## config.mk

```make
export PLATFORM = sky130hd
export DESIGN_NAME = fetch_sequencer_flat
export DESIGN_NICKNAME = d
export VERILOG_FILES = /design/src/rtl/fetch_sequencer_if.sv /design/src/rtl/fetch_sequencer.sv /design/src/flat_wrapper.sv
export SDC_FILE = /design/constraint.sdc
export NUM_CORES = 1
export LEC_CHECK = 0
export ABC_AREA = 1
export BUFFER_PORTS_ARGS = -buffer_cell sky130_fd_sc_hd__buf_2
export CAP_MARGIN = 20
export CORE_UTILIZATION = 45
export DETAILED_ROUTE_END_ITERATION = 8
export GPL_ROUTABILITY_DRIVEN = 0
export GPL_TIMING_DRIVEN = 0
export PLACE_DENSITY = 0.67
export SLEW_MARGIN = 20
export SYNTH_ARGS = -nofsm -noshare
export SYNTH_HDL_FRONTEND = slang
export SYNTH_SLANG_ARGS = --single-unit
```

## constraint.sdc

```tcl
create_clock -name clk -period 3 [get_ports clk]
set_clock_uncertainty 0.2 [all_clocks]
set_input_delay 0.3 -clock clk [delete_from_list [all_inputs] [get_ports clk]]
set_output_delay 0.3 -clock clk [all_outputs]
set_load 0.005 [all_outputs]
```

## src/rtl/fetch_sequencer_if.sv

```systemverilog
// Handshake bundle between the pipeline datapath and the fetch sequencer.
// The hazard/branch inputs flow in, and the PC and pipeline-register controls flow out.
interface fetch_sequencer_if #(
    parameter int CNT_W = 32
);
    logic             ex_mem_read;
    logic [4:0]       ex_rd;
    logic [4:0]       id_rn;
    logic [4:0]       id_rm;
    logic             id_uses_rm;
    logic             br_taken;
    logic             halt_req;
    logic             pc_we;
    logic             pc_sel_branch;
    logic             ifid_we;
    logic             ifid_flush;
    logic             idex_bubble;
    logic [2:0]       state_o;
    logic [CNT_W-1:0] stall_count;
    logic [CNT_W-1:0] flush_count;

    modport master (
        output ex_mem_read, ex_rd, id_rn, id_rm, id_uses_rm, br_taken, halt_req,
        input  pc_we, pc_sel_branch, ifid_we, ifid_flush, idex_bubble,
        input  state_o, stall_count, flush_count
    );

    modport slave (
        input  ex_mem_read, ex_rd, id_rn, id_rm, id_uses_rm, br_taken, halt_req,
        output pc_we, pc_sel_branch, ifid_we, ifid_flush, idex_bubble,
        output state_o, stall_count, flush_count
    );
endinterface

```

## src/rtl/fetch_sequencer.sv

```systemverilog
// PC / IF-ID / ID-EX control for the 5-stage core. It handles the startup fill,
// load-use stalls, taken-branch flushes, and a sticky halt, and it keeps saturating event counters.
module fetch_sequencer #(
    parameter int STARTUP_CYCLES = 2,
    parameter int FLUSH_CYCLES   = 1,
    parameter int CNT_W          = 32
) (
    input logic               clk,
    input logic               rst,
    fetch_sequencer_if.slave  bus
);
    localparam int MAX_P = (STARTUP_CYCLES > FLUSH_CYCLES) ? STARTUP_CYCLES : FLUSH_CYCLES;
    localparam int CW    = (MAX_P > 1) ? $clog2(MAX_P) : 1;
    localparam logic [CW-1:0] STARTUP_RELOAD = CW'(STARTUP_CYCLES - 1);
    localparam logic [CW-1:0] FLUSH_RELOAD   = (FLUSH_CYCLES > 1) ? CW'(FLUSH_CYCLES - 2) : '0;

    typedef enum logic [2:0] {
        INIT  = 3'd0,
        RUN   = 3'd1,
        FLUSH = 3'd2,
        HALT  = 3'd3
    } state_t;

    state_t           state, nextState;
    logic [CW-1:0]    cnt, nextCnt;
    logic [CNT_W-1:0] stallCnt, flushCnt;
    logic             stallInc, flushInc;
    logic             pcWe, pcSelBranch, ifidWe, ifidFlush, idexBubble;
    logic             hazard;

    // X31 reads as XZR, so a load targeting it can never feed a consumer.
    assign hazard = bus.ex_mem_read && (bus.ex_rd != 5'd31) &&
                    ((bus.ex_rd == bus.id_rn) || (bus.id_uses_rm && (bus.ex_rd == bus.id_rm)));

    always_comb begin
        // NOTE: every output gets a default before the case so no path leaves one unassigned (no latches).
        pcWe        = 1'b0;
        pcSelBranch = 1'b0;
        ifidWe      = 1'b0;
        ifidFlush   = 1'b0;
        idexBubble  = 1'b0;
        nextState   = state;
        nextCnt     = cnt;
        stallInc    = 1'b0;
        flushInc    = 1'b0;
        case (state)
            INIT: begin
                ifidFlush  = 1'b1;
                idexBubble = 1'b1;
                if (cnt == '0) nextState = RUN;
                else           nextCnt   = cnt - CW'(1);
            end
            RUN: begin
                if (bus.halt_req) begin
                    idexBubble = 1'b1;
                    nextState  = HALT;
                end else if (bus.br_taken) begin
                    // The instruction stalled by a concurrent hazard is squashed, so the stall is dropped.
                    pcWe        = 1'b1;
                    pcSelBranch = 1'b1;
                    ifidWe      = 1'b1;
                    ifidFlush   = 1'b1;
                    flushInc    = 1'b1;
                    if (FLUSH_CYCLES > 1) begin
                        nextState = FLUSH;
                        nextCnt   = FLUSH_RELOAD;
                    end
                end else if (hazard) begin
                    idexBubble = 1'b1;
                    stallInc   = 1'b1;
                end else begin
                    pcWe   = 1'b1;
                    ifidWe = 1'b1;
                end
            end
            FLUSH: begin
                if (bus.halt_req) begin
                    idexBubble = 1'b1;
                    nextState  = HALT;
                end else begin
                    pcWe       = 1'b1;
                    ifidWe     = 1'b1;
                    ifidFlush  = 1'b1;
                    idexBubble = 1'b1;
                    flushInc   = 1'b1;
                    if (cnt == '0) nextState = RUN;
                    else           nextCnt   = cnt - CW'(1);
                end
            end
            HALT: begin
                idexBubble = 1'b1;
            end
            default: begin
                ifidFlush  = 1'b1;
                idexBubble = 1'b1;
                nextState  = INIT;
                nextCnt    = STARTUP_RELOAD;
            end
        endcase
    end

    // NOTE: registered state uses non-blocking assignments so every flop samples pre-edge values.
    always_ff @(posedge clk or posedge rst) begin
        if (rst) begin
            state    <= INIT;
            cnt      <= STARTUP_RELOAD;
            stallCnt <= '0;
            flushCnt <= '0;
        end else begin
            state <= nextState;
            cnt   <= nextCnt;
            if (stallInc && (stallCnt != '1)) stallCnt <= stallCnt + CNT_W'(1);
            if (flushInc && (flushCnt != '1)) flushCnt <= flushCnt + CNT_W'(1);
        end
    end

    assign bus.pc_we         = pcWe;
    assign bus.pc_sel_branch = pcSelBranch;
    assign bus.ifid_we       = ifidWe;
    assign bus.ifid_flush    = ifidFlush;
    assign bus.idex_bubble   = idexBubble;
    assign bus.state_o       = state;
    assign bus.stall_count   = stallCnt;
    assign bus.flush_count   = flushCnt;
endmodule

```

## src/flat_wrapper.sv

```systemverilog
// flat-port wrapper written by rule: the top's interface ports become plain ports
module fetch_sequencer_flat 
#(
    parameter int STARTUP_CYCLES = 2,
    parameter int FLUSH_CYCLES   = 1,
    parameter int CNT_W          = 32
)
  (clk, rst, bus_ex_mem_read, bus_ex_rd, bus_id_rn, bus_id_rm, bus_id_uses_rm, bus_br_taken, bus_halt_req, bus_pc_we, bus_pc_sel_branch, bus_ifid_we, bus_ifid_flush, bus_idex_bubble, bus_state_o, bus_stall_count, bus_flush_count);
  fetch_sequencer_if #(.CNT_W(CNT_W)) bus_i ();
  input logic clk;
  input logic rst;
  input wire logic [$bits(bus_i.ex_mem_read)-1:0] bus_ex_mem_read;
  input wire logic [$bits(bus_i.ex_rd)-1:0] bus_ex_rd;
  input wire logic [$bits(bus_i.id_rn)-1:0] bus_id_rn;
  input wire logic [$bits(bus_i.id_rm)-1:0] bus_id_rm;
  input wire logic [$bits(bus_i.id_uses_rm)-1:0] bus_id_uses_rm;
  input wire logic [$bits(bus_i.br_taken)-1:0] bus_br_taken;
  input wire logic [$bits(bus_i.halt_req)-1:0] bus_halt_req;
  output wire logic [$bits(bus_i.pc_we)-1:0] bus_pc_we;
  output wire logic [$bits(bus_i.pc_sel_branch)-1:0] bus_pc_sel_branch;
  output wire logic [$bits(bus_i.ifid_we)-1:0] bus_ifid_we;
  output wire logic [$bits(bus_i.ifid_flush)-1:0] bus_ifid_flush;
  output wire logic [$bits(bus_i.idex_bubble)-1:0] bus_idex_bubble;
  output wire logic [$bits(bus_i.state_o)-1:0] bus_state_o;
  output wire logic [$bits(bus_i.stall_count)-1:0] bus_stall_count;
  output wire logic [$bits(bus_i.flush_count)-1:0] bus_flush_count;
  assign bus_i.ex_mem_read = bus_ex_mem_read;
  assign bus_i.ex_rd = bus_ex_rd;
  assign bus_i.id_rn = bus_id_rn;
  assign bus_i.id_rm = bus_id_rm;
  assign bus_i.id_uses_rm = bus_id_uses_rm;
  assign bus_i.br_taken = bus_br_taken;
  assign bus_i.halt_req = bus_halt_req;
  assign bus_pc_we = bus_i.pc_we;
  assign bus_pc_sel_branch = bus_i.pc_sel_branch;
  assign bus_ifid_we = bus_i.ifid_we;
  assign bus_ifid_flush = bus_i.ifid_flush;
  assign bus_idex_bubble = bus_i.idex_bubble;
  assign bus_state_o = bus_i.state_o;
  assign bus_stall_count = bus_i.stall_count;
  assign bus_flush_count = bus_i.flush_count;
  fetch_sequencer #(.STARTUP_CYCLES(STARTUP_CYCLES), .FLUSH_CYCLES(FLUSH_CYCLES), .CNT_W(CNT_W)) u_core (.clk(clk), .rst(rst), .bus(bus_i));
endmodule
```

==> impl_results.md <==
* Hold crit path type: in -> reg
* Part of the Yosys area used for sequential elements at 36.1%
* Max-Cap Viols at 0
* Avg Cell Area, Syn at 6.60 um2
* Crit-path slowest cell: dfrtp_1
* Main flop type after synthesis: dfrtp_1
* Most frequent cells in the layout: 283 x nand2_1, 95 x buf_2, 82 x nor2_1
* CTS Hold Buffers Added at 1
* Clock sink count at 68
* DIE AREA at 0.0109 mm2
* Max-slew violation count at 0
* Met2 WL at 6160 um
* Post-CTS setup buffers at 0
* I/O pins at 93
* Die width at 104 um
* WP data required at 3.03 ns
* Critical path buffers and inverters at 2
* PwrDens at 428 mW/mm2
* Async set-reset flop share out of synthesis at 100%
* DP Area at 0.00537 mm2
* Min Tclk post-route at 2.32 ns
* First-pass GRT wire length at 22000 um
* Fraction of layout cells with a size suffix above 1 at 18.4%
* Clock power frac at 36.1%
* Die height at 104 um
* Worst slew margin at 55.1%
* Post-layout util at 56.3%
* Routed Antenna Nets at 0
* Max Freq at 431 MHz
* TritonCTS Buffers at 9
* Routed len/inst at 13.5 um
* Comb pwr share at 19.0%
* Design area at 0.00561 mm2
* Nets at 842
* Distinct cells, synth at 30
* Crit Path Class: reg -> reg
* EDFF count, synth at 0
* Commonest non-fill, non-tap cell in the layout: nand2_1
* Initial Utilization at 47.3%
* Delay-heaviest family, CP: simple AND/OR/NAND/NOR gates
* Status: complete, no violations
* Core ar. at 0.00995 mm2
* Layout area overhead at 18.9%
* RSZ-0062 raised after global routing: false
* First drt pass iteration count at 5
* Leakage power at 2.91 nW
* Net Sw Power at 736 uW
* Htree depth at 3
* Top layer in use: met4
* Routed via count at 4853
* Port bufs at 92
* CP max FO at 10
* Net Count, Synth at 737
* Peak VDD IR at 0.193 mV
* WL final at 12900 um
* WP data arrival at 2.35 ns
* Initial DRC Count at 245
* Syn Std Cell Area at 0.00471 mm2
* Sequential Power Share at 44.9%
* CTS tree: yes
* Switching share of power at 30.7%
* Syn. warnings at 0
* Crit path largest cell delay at 0.48 ns
* Met3 Wirelength at 766 um
* Global-route usage over all layers at 25.3%
* Period utilization at 77.4%
* Row Count at 36
* Placed wire-length estimate at 10100 um
* Routed vias/inst at 5.07
* Met1 Wirelength at 5740 um
* Ant diodes at 0
* Post-Syn Instances at 714
* Worst slew pin tran at 0.668 ns
* Number of global-route vias before repair at 4612
* CTS Buffer Depth at 2
* Flop-to-flop setup slack at 0.68 ns
* Clk root buf: clkbuf_8
* Total power at 2.40 mW
* DRC violations left at 0
* Largest net degree at the start of global routing at 48
* Reg clk slew, reported paths at 0.08 ns
* Setup violations, final at 0
* CP Launch Type: flip-flop
* Hold Violations, Final at 0
* Initial antenna violation count at 0
* Post-cts sizing count at 0
* Post-synthesis register bit count at 68
* Overflow after GRT at 0
* Crit path cell chain: ha_1 > nand2_2 > nor2_4 > nand3_2 > nor2_2 > nand2_2 > nor2_4 > buf_6 > nor2_4 > buf_6 > nand2_2 > nand2_1
* CP Capture Type: flip-flop
* Worst-skew pair later-pin latency at 0.35 ns
* Total internal power at 1.66 mW
==> worst min-delay path, stage by stage <==
cell	delay, ns
buf_2	0.09
o22ai_1	0.07
o21ai_0	0.14
==> power groups by stage <==
stage	registers [mW]	clock network [mW]	logic [mW]
2_1_floorplan	1.09	0	0.276
3_3_place_gp	1.09	0	0.440
3_5_place_dp	1.09	0	0.459
4_1_cts	1.08	0.888	0.461
5_1_grt	1.09	0.925	0.515
6_report	1.08	0.865	0.455
==> final timing paths <==
kind | depth (start not counted) | from | endpoint
max | 12 | u_core.bus.stall_count[0] | u_core.bus.stall_count[19]
min | 3 | bus_halt_req | u_core.bus.state_o[1]
max reg2reg | 12 | u_core.bus.stall_count[0] | u_core.bus.stall_count[19]
min reg2reg | 2 | u_core.bus.flush_count[19] | u_core.bus.flush_count[19]
max in group asynchronous | 4 | rst | u_core.bus.flush_count[30]
min in group asynchronous | 3 | rst | u_core.bus.stall_count[31]
==> area by class of cell <==
class / instances / area, um2
Buffer: 16 / 123
Clock buffer: 10 / 138
Clock inverter: 6 / 87.6
Fill cell: 1040 / 4350
Inverter: 68 / 258
Multi-Input combinational cell: 562 / 2630
Sequential cell: 68 / 1700
Tap cell: 133 / 166
Timing Repair Buffer: 94 / 498
==> stage by stage <==
stage                     TNS [ns]  hold WS [ns]  worst slack (ns)  cells
after floorplan                  0         0.311             0.790    714
after global placement       -7.19         0.320            -0.112    939
after detailed placement         0        0.0921             0.690    940
after CTS                        0        0.0946             0.671    957
after global routing             0         0.110             0.474    957
final                            0         0.104             0.679    957
==> synth_stat cells (3+ instances only) <==
master / number / area [um2]
nand2_1: 283 / 1060
nor2_1: 82 / 308
dfrtp_1: 67 / 1680
inv_1: 66 / 248
o21ai_0: 40 / 200
nand3_1: 39 / 195
xor2_1: 25 / 219
nor3_1: 19 / 95.1
nand2_2: 13 / 81.3
nand4_1: 12 / 75.1
xnor2_1: 12 / 105
nand3b_1: 8 / 60.1
buf_6: 7 / 78.8
o21ai_1: 7 / 35.0
nor3_2: 4 / 40.0
buf_2: 3 / 15.0
clkbuf_1: 3 / 11.3
nand3_2: 3 / 30.0
nor2_4: 3 / 33.8
nor3b_1: 3 / 22.5
==> logic make-up after synthesis <==
family | count (synthesis) | share of synthesized area, %
compound gates | 51 | 5.60
other cells | 1 | 0.0796
simple gates | 471 | 42.8
buf+inv | 84 | 8.02
xor+xnor | 37 | 6.88
fa+ha+maj | 2 | 0.531
flops | 68 | 36.1
==> routing by layer <==
layer	GRT usage [%]	up-vias
met5	0	-
met4	8.98	0
met3	5.51	19
met2	42.2	160
met1	31.9	2219
li1	-	2455
==> registers in the layout (all words and copies together), names as in the netlist <==
name	count
u_core.bus.flush_count	32
u_core.bus.stall_count	32
u_core.bus.state_o	3
u_core.cnt	1
Power figures use the tool's default switching activity.
